[config.mk]
export PLATFORM = sky130hd
export DESIGN_NAME = uart_receiver_flat
export DESIGN_NICKNAME = d
export VERILOG_FILES = /design/src/rtl/uart_pkg.sv /design/src/rtl/uart_receiver_if.sv /design/src/rtl/bit_synchronizer.sv /design/src/rtl/uart_receiver.sv /design/src/flat_wrapper.sv
export SDC_FILE = /design/constraint.sdc
export NUM_CORES = 1
export LEC_CHECK = 0
export BUFFER_PORTS_ARGS = -buffer_cell sky130_fd_sc_hd__buf_2
export CORE_MARGIN = 5
export CORE_UTILIZATION = 60
export CTS_CLUSTER_DIAMETER = 60
export DETAILED_ROUTE_END_ITERATION = 6
export PLACE_DENSITY = 0.79
export SLEW_MARGIN = 25
export SYNTH_ARGS = -nofsm -noshare
export SYNTH_HDL_FRONTEND = slang
export SYNTH_HIERARCHICAL = 1
export SYNTH_SLANG_ARGS = --single-unit
export TNS_END_PERCENT = 5
[constraint.sdc]
create_clock -name clk -period 2.85 [get_ports clk]
set_input_delay 0.285 -clock clk [delete_from_list [all_inputs] [get_ports clk]]
set_output_delay 0.285 -clock clk [all_outputs]
set_load 0.03 [all_outputs]
[src/rtl/uart_pkg.sv]
// ============================================================================
// uart_pkg : shared UART types and constants (receiver and transmitter)
// Rev 1.0
// ============================================================================
`default_nettype none

package uart_pkg;

  localparam int DEFAULT_CLKS_PER_BIT = 434;

  typedef enum logic [2:0] {
    IDLE      = 3'd0,
    START     = 3'd1,
    DATA      = 3'd2,
`ifdef UART_RX_PARITY_EN
    PARITY    = 3'd3,
`endif
    STOP      = 3'd4,
    WAIT_HIGH = 3'd5
  } uart_rx_state_t;

  // Value of the even-parity bit that accompanies a data byte.
  function automatic logic even_parity(input logic [7:0] data);
    return ^data;
  endfunction

endpackage

`default_nettype wire

[src/rtl/uart_receiver_if.sv]
// ============================================================================
// uart_receiver_if : serial line in, received byte and status pulses out
// Rev 1.0
// ============================================================================
`default_nettype none

interface uart_receiver_if;
  logic       rx;
  logic [7:0] received_byte;
  logic       received_ready;
  logic       framing_error;

  modport slave  (input  rx, output received_byte, received_ready, framing_error);
  modport master (output rx, input  received_byte, received_ready, framing_error);
endinterface

`default_nettype wire

[src/rtl/bit_synchronizer.sv]
// ============================================================================
// bit_synchronizer : two-flop synchronizer with parameterized reset value
// Rev 1.0
// ============================================================================
`default_nettype none

module bit_synchronizer #(
  parameter logic RESET_VAL = 1'b1
) (
  input  logic clk,
  input  logic reset,
  input  logic d_i,
  output logic q_o
);

  logic meta_q;
  logic sync_q;

  always_ff @(posedge clk or negedge reset) begin
    if (!reset) begin
      meta_q <= RESET_VAL;
      sync_q <= RESET_VAL;
    end else begin
      meta_q <= d_i;
      sync_q <= meta_q;
    end
  end

  assign q_o = sync_q;

endmodule

`default_nettype wire

[src/rtl/uart_receiver.sv]
// ============================================================================
// uart_receiver : 8N1 UART receiver, mid-bit sampling, 1-cycle status pulses
// Optional even parity bit: define UART_RX_PARITY_EN.   Rev 1.0
// ============================================================================
`default_nettype none

module uart_receiver
  import uart_pkg::*;
#(
  parameter int CLKS_PER_BIT = DEFAULT_CLKS_PER_BIT
) (
  input  logic          clk,
  input  logic          reset,
  uart_receiver_if.slave bus
);

  localparam int CNT_W = $clog2(CLKS_PER_BIT);
  localparam logic [CNT_W-1:0] c_bit_last  = CNT_W'(CLKS_PER_BIT - 1);
  localparam logic [CNT_W-1:0] c_half_last = CNT_W'(CLKS_PER_BIT / 2 - 1);

  uart_rx_state_t   state_q, state_d;
  logic [CNT_W-1:0] cnt_q, cnt_d;
  logic [2:0]       bit_idx_q, bit_idx_d;
  logic [7:0]       shift_q, shift_d;
  logic [7:0]       byte_q, byte_d;
  logic             ready_q, ready_d;
  logic             ferr_q, ferr_d;
  logic             w_rx_s;
  logic             w_cnt_done;
  logic             w_parity_bad;

  bit_synchronizer #(.RESET_VAL(1'b1)) u_sync (
    .clk   (clk),
    .reset (reset),
    .d_i   (bus.rx),
    .q_o   (w_rx_s)
  );

  assign w_cnt_done = (cnt_q == c_bit_last);

`ifdef UART_RX_PARITY_EN
  logic par_err_q, par_err_d;

  always_ff @(posedge clk or negedge reset) begin
    if (!reset) par_err_q <= 1'b0;
    else        par_err_q <= par_err_d;
  end

  assign w_parity_bad = par_err_q;
`else
  assign w_parity_bad = 1'b0;
`endif

  always_ff @(posedge clk or negedge reset) begin
    if (!reset) begin
      state_q   <= IDLE;
      cnt_q     <= '0;
      bit_idx_q <= '0;
      shift_q   <= '0;
      byte_q    <= '0;
      ready_q   <= 1'b0;
      ferr_q    <= 1'b0;
    end else begin
      state_q   <= state_d;
      cnt_q     <= cnt_d;
      bit_idx_q <= bit_idx_d;
      shift_q   <= shift_d;
      byte_q    <= byte_d;
      ready_q   <= ready_d;
      ferr_q    <= ferr_d;
    end
  end

  always_comb begin
    state_d   = state_q;
    cnt_d     = cnt_q + CNT_W'(1);
    bit_idx_d = bit_idx_q;
    shift_d   = shift_q;
    byte_d    = byte_q;
    ready_d   = 1'b0;
    ferr_d    = 1'b0;
`ifdef UART_RX_PARITY_EN
    par_err_d = par_err_q;
`endif

    case (state_q)
      IDLE: begin
        cnt_d     = '0;
        bit_idx_d = '0;
        if (!w_rx_s) state_d = START;
      end

      // Re-check the start bit at its midpoint so short glitches are ignored.
      START: begin
        if (cnt_q == c_half_last) begin
          cnt_d   = '0;
          state_d = w_rx_s ? IDLE : DATA;
        end
      end

      DATA: begin
        if (w_cnt_done) begin
          cnt_d   = '0;
          shift_d = {w_rx_s, shift_q[7:1]};
          if (bit_idx_q == 3'd7) begin
`ifdef UART_RX_PARITY_EN
            state_d = PARITY;
`else
            state_d = STOP;
`endif
          end else begin
            bit_idx_d = bit_idx_q + 3'd1;
          end
        end
      end

`ifdef UART_RX_PARITY_EN
      PARITY: begin
        if (w_cnt_done) begin
          cnt_d     = '0;
          par_err_d = w_rx_s ^ even_parity(shift_q);
          state_d   = STOP;
        end
      end
`endif

      // A low stop bit means the line may be in a break; wait for it to rise.
      STOP: begin
        if (w_cnt_done) begin
          cnt_d = '0;
          if (w_rx_s && !w_parity_bad) begin
            byte_d  = shift_q;
            ready_d = 1'b1;
            state_d = IDLE;
          end else begin
            ferr_d  = 1'b1;
            state_d = w_rx_s ? IDLE : WAIT_HIGH;
          end
        end
      end

      WAIT_HIGH: begin
        cnt_d = '0;
        if (w_rx_s) state_d = IDLE;
      end

      default: begin
        cnt_d   = '0;
        state_d = IDLE;
      end
    endcase
  end

  assign bus.received_byte  = byte_q;
  assign bus.received_ready = ready_q;
  assign bus.framing_error  = ferr_q;

endmodule

`default_nettype wire

[src/flat_wrapper.sv]
// flat-port wrapper written by rule: the top's interface ports become plain ports
module uart_receiver_flat import uart_pkg::*;
#(
  parameter int CLKS_PER_BIT = DEFAULT_CLKS_PER_BIT
)
  (clk, reset, bus_rx, bus_received_byte, bus_received_ready, bus_framing_error);
  uart_receiver_if bus_i ();
  input  logic clk;
  input  logic reset;
  input wire logic [$bits(bus_i.rx)-1:0] bus_rx;
  output wire logic [$bits(bus_i.received_byte)-1:0] bus_received_byte;
  output wire logic [$bits(bus_i.received_ready)-1:0] bus_received_ready;
  output wire logic [$bits(bus_i.framing_error)-1:0] bus_framing_error;
  assign bus_i.rx = bus_rx;
  assign bus_received_byte = bus_i.received_byte;
  assign bus_received_ready = bus_i.received_ready;
  assign bus_framing_error = bus_i.framing_error;
  uart_receiver #(.CLKS_PER_BIT(CLKS_PER_BIT)) u_core (.clk(clk), .reset(reset), .bus(bus_i));
endmodule
# After elaboration in Yosys (flattened, before gate mapping)
# Cells that the tools add are included.
dict set report totals {
  in_bits 3
  wordCells 53
  out_inout_bits 10
  regBits 35
}
dict set report classes {
  add_sub_neg 2
  n_eq_ne 14
  n_reduce_logical 7
  muxes 21
}
# cell n
set ops {}
lappend ops {{3-bit 2-to-1 mux} 9}
lappend ops {{9-bit 2-to-1 mux} 2}
lappend ops {{9-bit one-hot mux with 2 select lines} 1}
lappend ops {{3-bit one-hot mux with 5 select lines} 1}
lappend ops {{9-bit by 1-bit adder with 9-bit output, second input constant} 1}
lappend ops {{3-bit == test, second input constant} 3}
lappend ops {{9-bit by 8-bit == test with 1-bit output, second input constant} 1}
lappend ops {{9-bit == test, second input constant} 1}
lappend ops {{2-bit by 1-bit inequality test with 1-bit output, second input constant} 4}
lappend ops {{1-bit 2-to-1 mux} 6}
lappend ops {{2-bit inequality test, second input constant} 3}
lappend ops {{3-bit one-hot mux with 2 select lines} 1}
lappend ops {{3-bit AND reduction} 2}
lappend ops {{6-bit AND reduction} 1}
lappend ops {{3-bit by 1-bit adder with 3-bit output, second input constant} 1}
lappend ops {{3-bit by 1-bit == test with 1-bit output, second input constant} 1}
lappend ops {{3-bit by 2-bit == test with 1-bit output, second input constant} 1}
lappend ops {{3-bit zero test} 1}
lappend ops {{2-bit 2-to-1 mux} 1}
lappend ops {{2-bit AND reduction} 1}
lappend ops {{2-bit nonzero test} 1}
lappend ops {{2-bit OR reduction} 1}

# Longest topological paths before layout
# Gate-level depths: netlist of run 1.
dict set report depth {
  word_depth 4
  mapped_depth 7
  depth_no_buf 5
}

# Hierarchy
# Netlist of run 1, hierarchy kept.
# mod area_each_um2 seq_area_each_um2 instances cells_per_inst
set by_module_without_submodules {}
lappend by_module_without_submodules {uart_receiver 1557.7 825.8 1 127}
lappend by_module_without_submodules {bit_synchronizer 52.6 52.6 1 2}

# Worst setup path before layout of run 1
# OpenSTA, ideal clock, no wires.
dict set report synth_path {
  path_type {register -> register}
  startpoint {reg u_core.cnt_q[0]}
  endpoint {reg u_core.state_q[1]}
  period_less_slack_ns 1.696
  path_slack_ns 1.154
  n_path_buf 0
  setup_ns 0.101
  t_required_ns 2.749
  path_stages_with_launch 6
  arrival_time_ns 1.595
  path_cell_list {dfrtp_1 -> inv_1 -> ha_1 -> or4b_4 -> or3_1 -> o32ai_1}
}
dict set report synth_via {
  elab_chain_cells 3
  elab_cells_between_ends 6
  classes_between {5 x eq/ne; 1 x reduce/logical}
}
# item line_no
set synth_rtl {}
lappend synth_rtl {{start, declared} uart_receiver.sv:22} ;# logic [CNT_W-1:0] cnt_q, cnt_d;
lappend synth_rtl {{start signal, assigned} uart_receiver.sv:65} ;# cnt_q <= cnt_d;
lappend synth_rtl {{9-bit == test or 9-bit by 8-bit == test with 1-bit output (tied branches)} {uart_receiver.sv:39, uart_receiver.sv:95}}
lappend synth_rtl {{2-bit by 1-bit inequality test with 1-bit output (no line)} n/a}
lappend synth_rtl {{6-bit AND reduction (no line) (*)} n/a}
lappend synth_rtl {{end signal, assigned} uart_receiver.sv:64} ;# state_q <= state_d;
lappend synth_rtl {{end, declared} uart_receiver.sv:21} ;# uart_rx_state_t state_q, state_d;
# Every way passes the cells marked *; elsewhere a longest branch is shown, timed or not.
# A chain may end at the register's enable or synchronous reset.

# Final worst setup path of run 1
# Ends and elaborated chain as after synthesis.

==> impl_metrics.tcl, run 1 <==
set metrics [dict create \
    crit_buf_inv 1 \
    fillers 183 \
    postCtsHoldBufs 0 \
    synth_edf_count 0 \
    portBuffers 12 \
    endpoint_kind "flip-flop" \
    met1_usage 0.234 \
    synth_seq_area_share 0.545 \
    seqCellArea_sq_um 878 \
    worstPathCellList "inv_1 -> ha_1 -> or4b_4 -> or3_1 -> o32ai_1" \
    synthArstFlopShare 1.00 \
    hold_viol 0 \
    worstSetupStartpointType "flip-flop" \
    clkTransAtPathRegs_ns 0.10 \
    status "finished clean" \
    clock_latency_ns 0.33 \
    fin_cells 174 \
    vias 1096 \
    pin_count 13 \
    cp_data_required_time_ns 3.08 \
    cts_tree "yes" \
    finalCritPeriodShare 0.639 \
    setup_tns_ns 0 \
    ys_seq_elements 35 \
    nets 151 \
    area_growth_pct 11.1 \
    die_y_um 61.8 \
    post_drt_wl_per_cell_um 16.9 \
    drc_errors 0 \
    multi_input_area_sq_um 682 \
    drv_slew 0 \
    drive_gt1_frac 0.299 \
    grt_use_met3 0.0434 \
    track_usage 0.182 \
    clock.fmax_mhz 549 \
    yosys_warnings 6 \
    start_util 0.638 \
    grt-ovfl-total 0 \
    cts_inserted_buffers 5 \
    final_common_cell "dfrtp_1" \
    drt_first_pass_iters 4 \
    rsz0062_at_grt "false" \
    ir_worst_vdd_mv 0.629 \
    clockRootBuffer "clkbuf_4" \
    dpl.hpwl_um 2050 \
    path_class "flip-flop to flip-flop" \
    dr.first_iter.drc_count 42 \
    min_period_ns 1.82 \
    leakagePower_nw 0.847 \
    fin_skew_ns 0.0133 \
    hold_path.class "input port to async pin" \
    antenna_found_initial 0 \
    dieArea_sq_um 3820 \
    grt_pass1_wl_um 5060 \
    clockBufferDepth 2 \
    gr-usage-met2 0.293 \
    post_cts_buffers 0 \
    wirelength_um 2950 \
    routed_via_density 6.30 \
    grt_busiest_layer "met2" \
    cts_sinks 35 \
    power_density_nw_per_um2 528 \
    worst-path-max-fanout 5 \
    die_width_um 61.8 \
    route.antenna.remaining_nets 0 \
    synth_flop_cell "dfrtp_1" \
    setup_violations 0 \
    syn_area_per_cell_sq_um 12.5 \
    slowest_stage "or4b_4" \
    critPathTopFamily "simple AND/OR/NAND/NOR gates" \
    layout_common_cells "33 x dfrtp_1, 16 x mux2_2, 12 x buf_2, 8 x inv_1, 7 x o21ai_0" \
    place_congestion 0.802 \
    critPathMaxStageDelay_ns 0.46 \
    placed_cells 166 \
    relSlewSlack 0.495 \
    drv_cap 0 \
    h-tree-depth 2 \
    syn_nets 137 \
    grt_max_degree 36 \
    worst_pin_slew_ns 0.757 \
    core-area_sq_um 2520 \
    rows 18 \
    antennaDiodeCount 0 \
    ctsResizeCount 0 \
    ys_types 37 \
    cp.arrival_ns 2.05 \
    synth_area_sq_um 1610 \
    netlist_instances 129 \
    grt_pass1_vias 1116 \
]
[area by class of cell]
| cell class | count | area share |
|---|---|---|
| Sequential cell | 35 | 0.491 |
| Multi-Input combinational cell | 81 | 0.381 |
| Clock inverter | 2 | 0.0336 |
| Timing Repair Buffer | 12 | 0.0336 |
| Clock buffer | 6 | 0.0231 |
| Tap cell | 30 | 0.0210 |
| Inverter | 8 | 0.0168 |
[per-stage QoR]
stage	util	worst slack, ns	hold WS [ns]	cell area [sq um]	power, mW
2_1_floorplan	-	1.15	-0.0106	1610	0.510
5_1_grt	0.709	0.917	0.0263	1790	0.979
4_1_cts	0.709	1.01	0.0199	1790	0.958
6_report	0.709	1.03	0.00452	1790	0.944
3_5_place_dp	0.669	1.02	0.349	1690	0.521
3_3_place_gp	0.669	1.13	0.347	1690	0.520
[cells by family (layout without fill, tap and decap cells)]
kind of cell | count (synthesis) | in the layout | synth area share
muxes | 16 | 16 | 0.112
xor gates and xnor gates | 4 | 4 | 0.0218
AOI/OAI and AO/OA | 29 | 29 | 0.131
adders and majority gates | 5 | 5 | 0.0389
buffers and inverters | 13 | 28 | 0.0311
and+or+nand+nor | 27 | 27 | 0.120
DFF | 35 | 35 | 0.545
[Yosys cell counts (3+ instances only)]
cell | number | area [sq um]
clkbuf_1 | 4 | 15.0
a21oi_1 | 5 | 25.0
o311ai_0 | 6 | 52.6
a22oi_1 | 4 | 30.0
ha_1 | 5 | 62.6
mux2_2 | 16 | 180
dfrtp_1 | 33 | 826
inv_1 | 8 | 30.0
nand2_1 | 4 | 15.0
or3_1 | 3 | 18.8
nand3_1 | 3 | 15.0
o21ai_0 | 7 | 35.0
[final timing paths]
check / from / end / slack [ns] / depth (start not counted)
max: u_core/cnt_q[0] / u_core/state_q[1] / 1.03 / 5
min reg2reg: u_core/u_sync/meta_q / u_core/u_sync/q_o / 0.35 / 0
min in group clk: bus_rx / u_core/u_sync/meta_q / 0.05 / 1
max reg2reg: u_core/cnt_q[0] / u_core/state_q[1] / 1.03 / 5
min: reset / u_core/bit_idx_q[2] / 0.005 / 1
max in group asynchronous: reset / u_core/cnt_q[1] / 2.35 / 1
[metal layers]
layer,routed length [um],vias to the layer above,part of all wire
li1,-,518,-
met1,1340,563,0.46
met2,1510,13,0.51
met3,83,2,0.028
met4,12,0,0.0041
met5,0,-,0
[sequential cells by signal, indices dropped and copies added, names as in the netlist]
signal	count
u_core/bus.received_ready	1
u_core/shift_q	8
u_core/u_sync/q_o	1
u_core/u_sync/meta_q	1
u_core/cnt_q	9
u_core/bus.framing_error	1
u_core/state_q	3
u_core/bus.received_byte	8
u_core/bit_idx_q	3
[power breakdown]
| part | switching, mW | internal [mW] |
|---|---|---|
| Combinational | 0.00925 | 0.00106 |
| Clock | 0.160 | 0.274 |
| Sequential | 0.00161 | 0.499 |
Power figures use the tool's default switching activity.
==> run 2: changes to the inputs <==
--- a/config.mk
+++ b/config.mk
@@ -7,10 +7,10 @@
 export LEC_CHECK = 0
 export BUFFER_PORTS_ARGS = -buffer_cell sky130_fd_sc_hd__buf_2
 export CORE_MARGIN = 5
-export CORE_UTILIZATION = 60
+export CORE_UTILIZATION = 58
 export CTS_CLUSTER_DIAMETER = 60
 export DETAILED_ROUTE_END_ITERATION = 6
-export PLACE_DENSITY = 0.79
+export PLACE_DENSITY = 0.77
 export SLEW_MARGIN = 25
 export SYNTH_ARGS = -nofsm -noshare
 export SYNTH_HDL_FRONTEND = slang
==> constraint.sdc (replaced) <==
create_clock -name clk -period 1.7 [get_ports clk]
set_input_delay 0.17 -clock clk [delete_from_list [all_inputs] [get_ports clk]]
set_output_delay 0.17 -clock clk [all_outputs]
set_load 0.03 [all_outputs]
==> impl_metrics.tcl, run 2 (synthesis gave the netlist of run 1 again) <==
set metrics [dict create \
    drc_errors 0 \
    endpoint "u_core/state_q[1]" \
    dieArea_sq_um 3930 \
    dr.first_iter.drc_count 96 \
    core-area_sq_um 2710 \
    path_class "flip-flop to flip-flop" \
    whs_ns 0.364 \
    setup_violations 1 \
    ir_worst_vdd_mv 0.703 \
    fin_ws_ns -0.0235 \
    grt-ovfl-total 0 \
    fin_cells 193 \
    route.antenna.remaining_nets 0 \
    regMostFlops "u_core/cnt_q" \
    largest_register_ffs 9 \
    failed_checks "setup timing" \
    worst_pin_slew_ns 0.751 \
    clock_latency_ns 0.33 \
    h-tree-depth 2 \
    drt_first_pass_iters 4 \
    status "finished with violations" \
    wirelength_um 3270 \
    drv_cap 0 \
    drv_slew 0 \
    power_density_nw_per_um2 804 \
    clock.fmax_mhz 580 \
    cts_inserted_buffers 5 \
    routed_via_density 6.16 \
    grt_pass1_wl_um 6000 \
    grt_pass1_vias 1292 \
    pin_count 13 \
    die_y_um 62.7 \
    clockBufferDepth 2 \
    nets 169 \
    antennaDiodeCount 0 \
    clockRootBuffer "clkbuf_4" \
    clkTransAtPathRegs_ns 0.10 \
    leakagePower_nw 0.948 \
    hold_path.class "flip-flop to flip-flop" \
    cp.arrival_ns 1.97 \
    critPathLaunch "u_core/cnt_q[0]" \
    rsz0062_at_grt "true" \
    placed_cells 182 \
    cp_data_required_time_ns 1.95 \
    track_usage 0.192 \
    r2r_slack_ns -0.02 \
    relSlewSlack 0.499 \
    final_common_cell "dfrtp_1" \
    place_congestion 0.793 \
    rows 19 \
    crit-reg2reg-launch "u_core/cnt_q[0]" \
    area_growth_pct 22.6 \
    layout_common_cells "33 x dfrtp_1, 16 x mux2_2, 14 x buf_4, 12 x buf_2" \
    worstSetupStartpointType "flip-flop" \
    drive_gt1_frac 0.414 \
    post_drt_wl_per_cell_um 16.9 \
    ff2ff_path_depth 5 \
    reg2reg_to "u_core/state_q[1]" \
    grt_max_degree 36 \
    hold_viol 0 \
    finalCritPeriodShare 1.01 \
    endpoint_kind "flip-flop" \
    dpl.hpwl_um 2340 \
    antenna_found_initial 0 \
    start_util 0.594 \
    cts_tree "yes" \
    min_period_ns 1.72 \
    vias 1188 \
    fin_skew_ns 0.00453 \
    fillers 190 \
    die_width_um 62.7 \
    worst-path-max-fanout 3 \
    portBuffers 12 \
    cts_sinks 35 \
]
-- run 2: cell type report --
type	count	area (sq um)	area share
clock buffer	6	41.3	0.0209
clock inverter	2	60.1	0.0304
inverter	8	30.0	0.0152
multi-input combinational	81	718	0.364
sequential	35	878	0.445
tap	31	38.8	0.0196
timing repair buffer	30	208	0.105
-- run 2: layer usage --
| layer | up-vias | global-route usage | wire length, um |
|---|---|---|---|
| li1 | 558 | - | - |
| met1 | 590 | 0.247 | 1410 |
| met2 | 26 | 0.298 | 1620 |
| met3 | 14 | 0.0558 | 134 |
| met4 | 0 | 0.0875 | 106 |
| met5 | - | 0 | 0 |
-- run 2: worst min-delay path by stage --
stage	start	slack [ns]	cells past startpoint	to
3_5_place_dp	reset	0.28	1	u_core/bit_idx_q[1]
6_report	u_core/u_sync/meta_q	0.36	0	u_core/u_sync/q_o
2_1_floorplan	reset	-0.13	0	u_core/bit_idx_q[0]
4_1_cts	u_core/u_sync/meta_q	0.37	0	u_core/u_sync/q_o
5_1_grt	u_core/u_sync/meta_q	0.38	0	u_core/u_sync/q_o
3_3_place_gp	reset	0.27	1	u_core/bit_idx_q[2]
-- run 2: stage by stage --
stage          setup WS (ns)  power, mW  utilization  area (sq um)  setup TNS (ns)
5_1_grt               -0.109       1.68        0.729          1970          -0.569
3_3_place_gp         0.00963      0.873        0.665          1800               0
2_1_floorplan        0.00440      0.855            -          1610               0
6_report             -0.0235       1.59        0.729          1970         -0.0235
3_5_place_dp          -0.117      0.873        0.665          1800          -0.131
4_1_cts              -0.0869       1.61        0.719          1950         -0.0980
-- run 2: worst max-delay path: stages, from the launching register on --
cell and delay [ns]:
dfrtp_1 0.40, inv_1 0.07, ha_1 0.14, or4b_4 0.47
or3_4 0.35, o32ai_2 0.20
-- run 2: power breakdown --
group | total (mW) | switching, mW | internal, mW
combinational | 0.0205 | 0.0157 | 0.00472
sequential | 0.840 | 0.00325 | 0.836
clock | 0.726 | 0.268 | 0.459
total | 1.59 | 0.287 | 1.30
-- run 2: repair_timing --
action / CTS / global route
endpoints found under the setup margin: 6 / 23
resized for setup: 5 / 11
hold endpoints to repair: 34 / 0
hold buffers: 2 / 0
cloned: 0 / 0
pin swaps: 0 / 1
setup buffers: 1 / 0
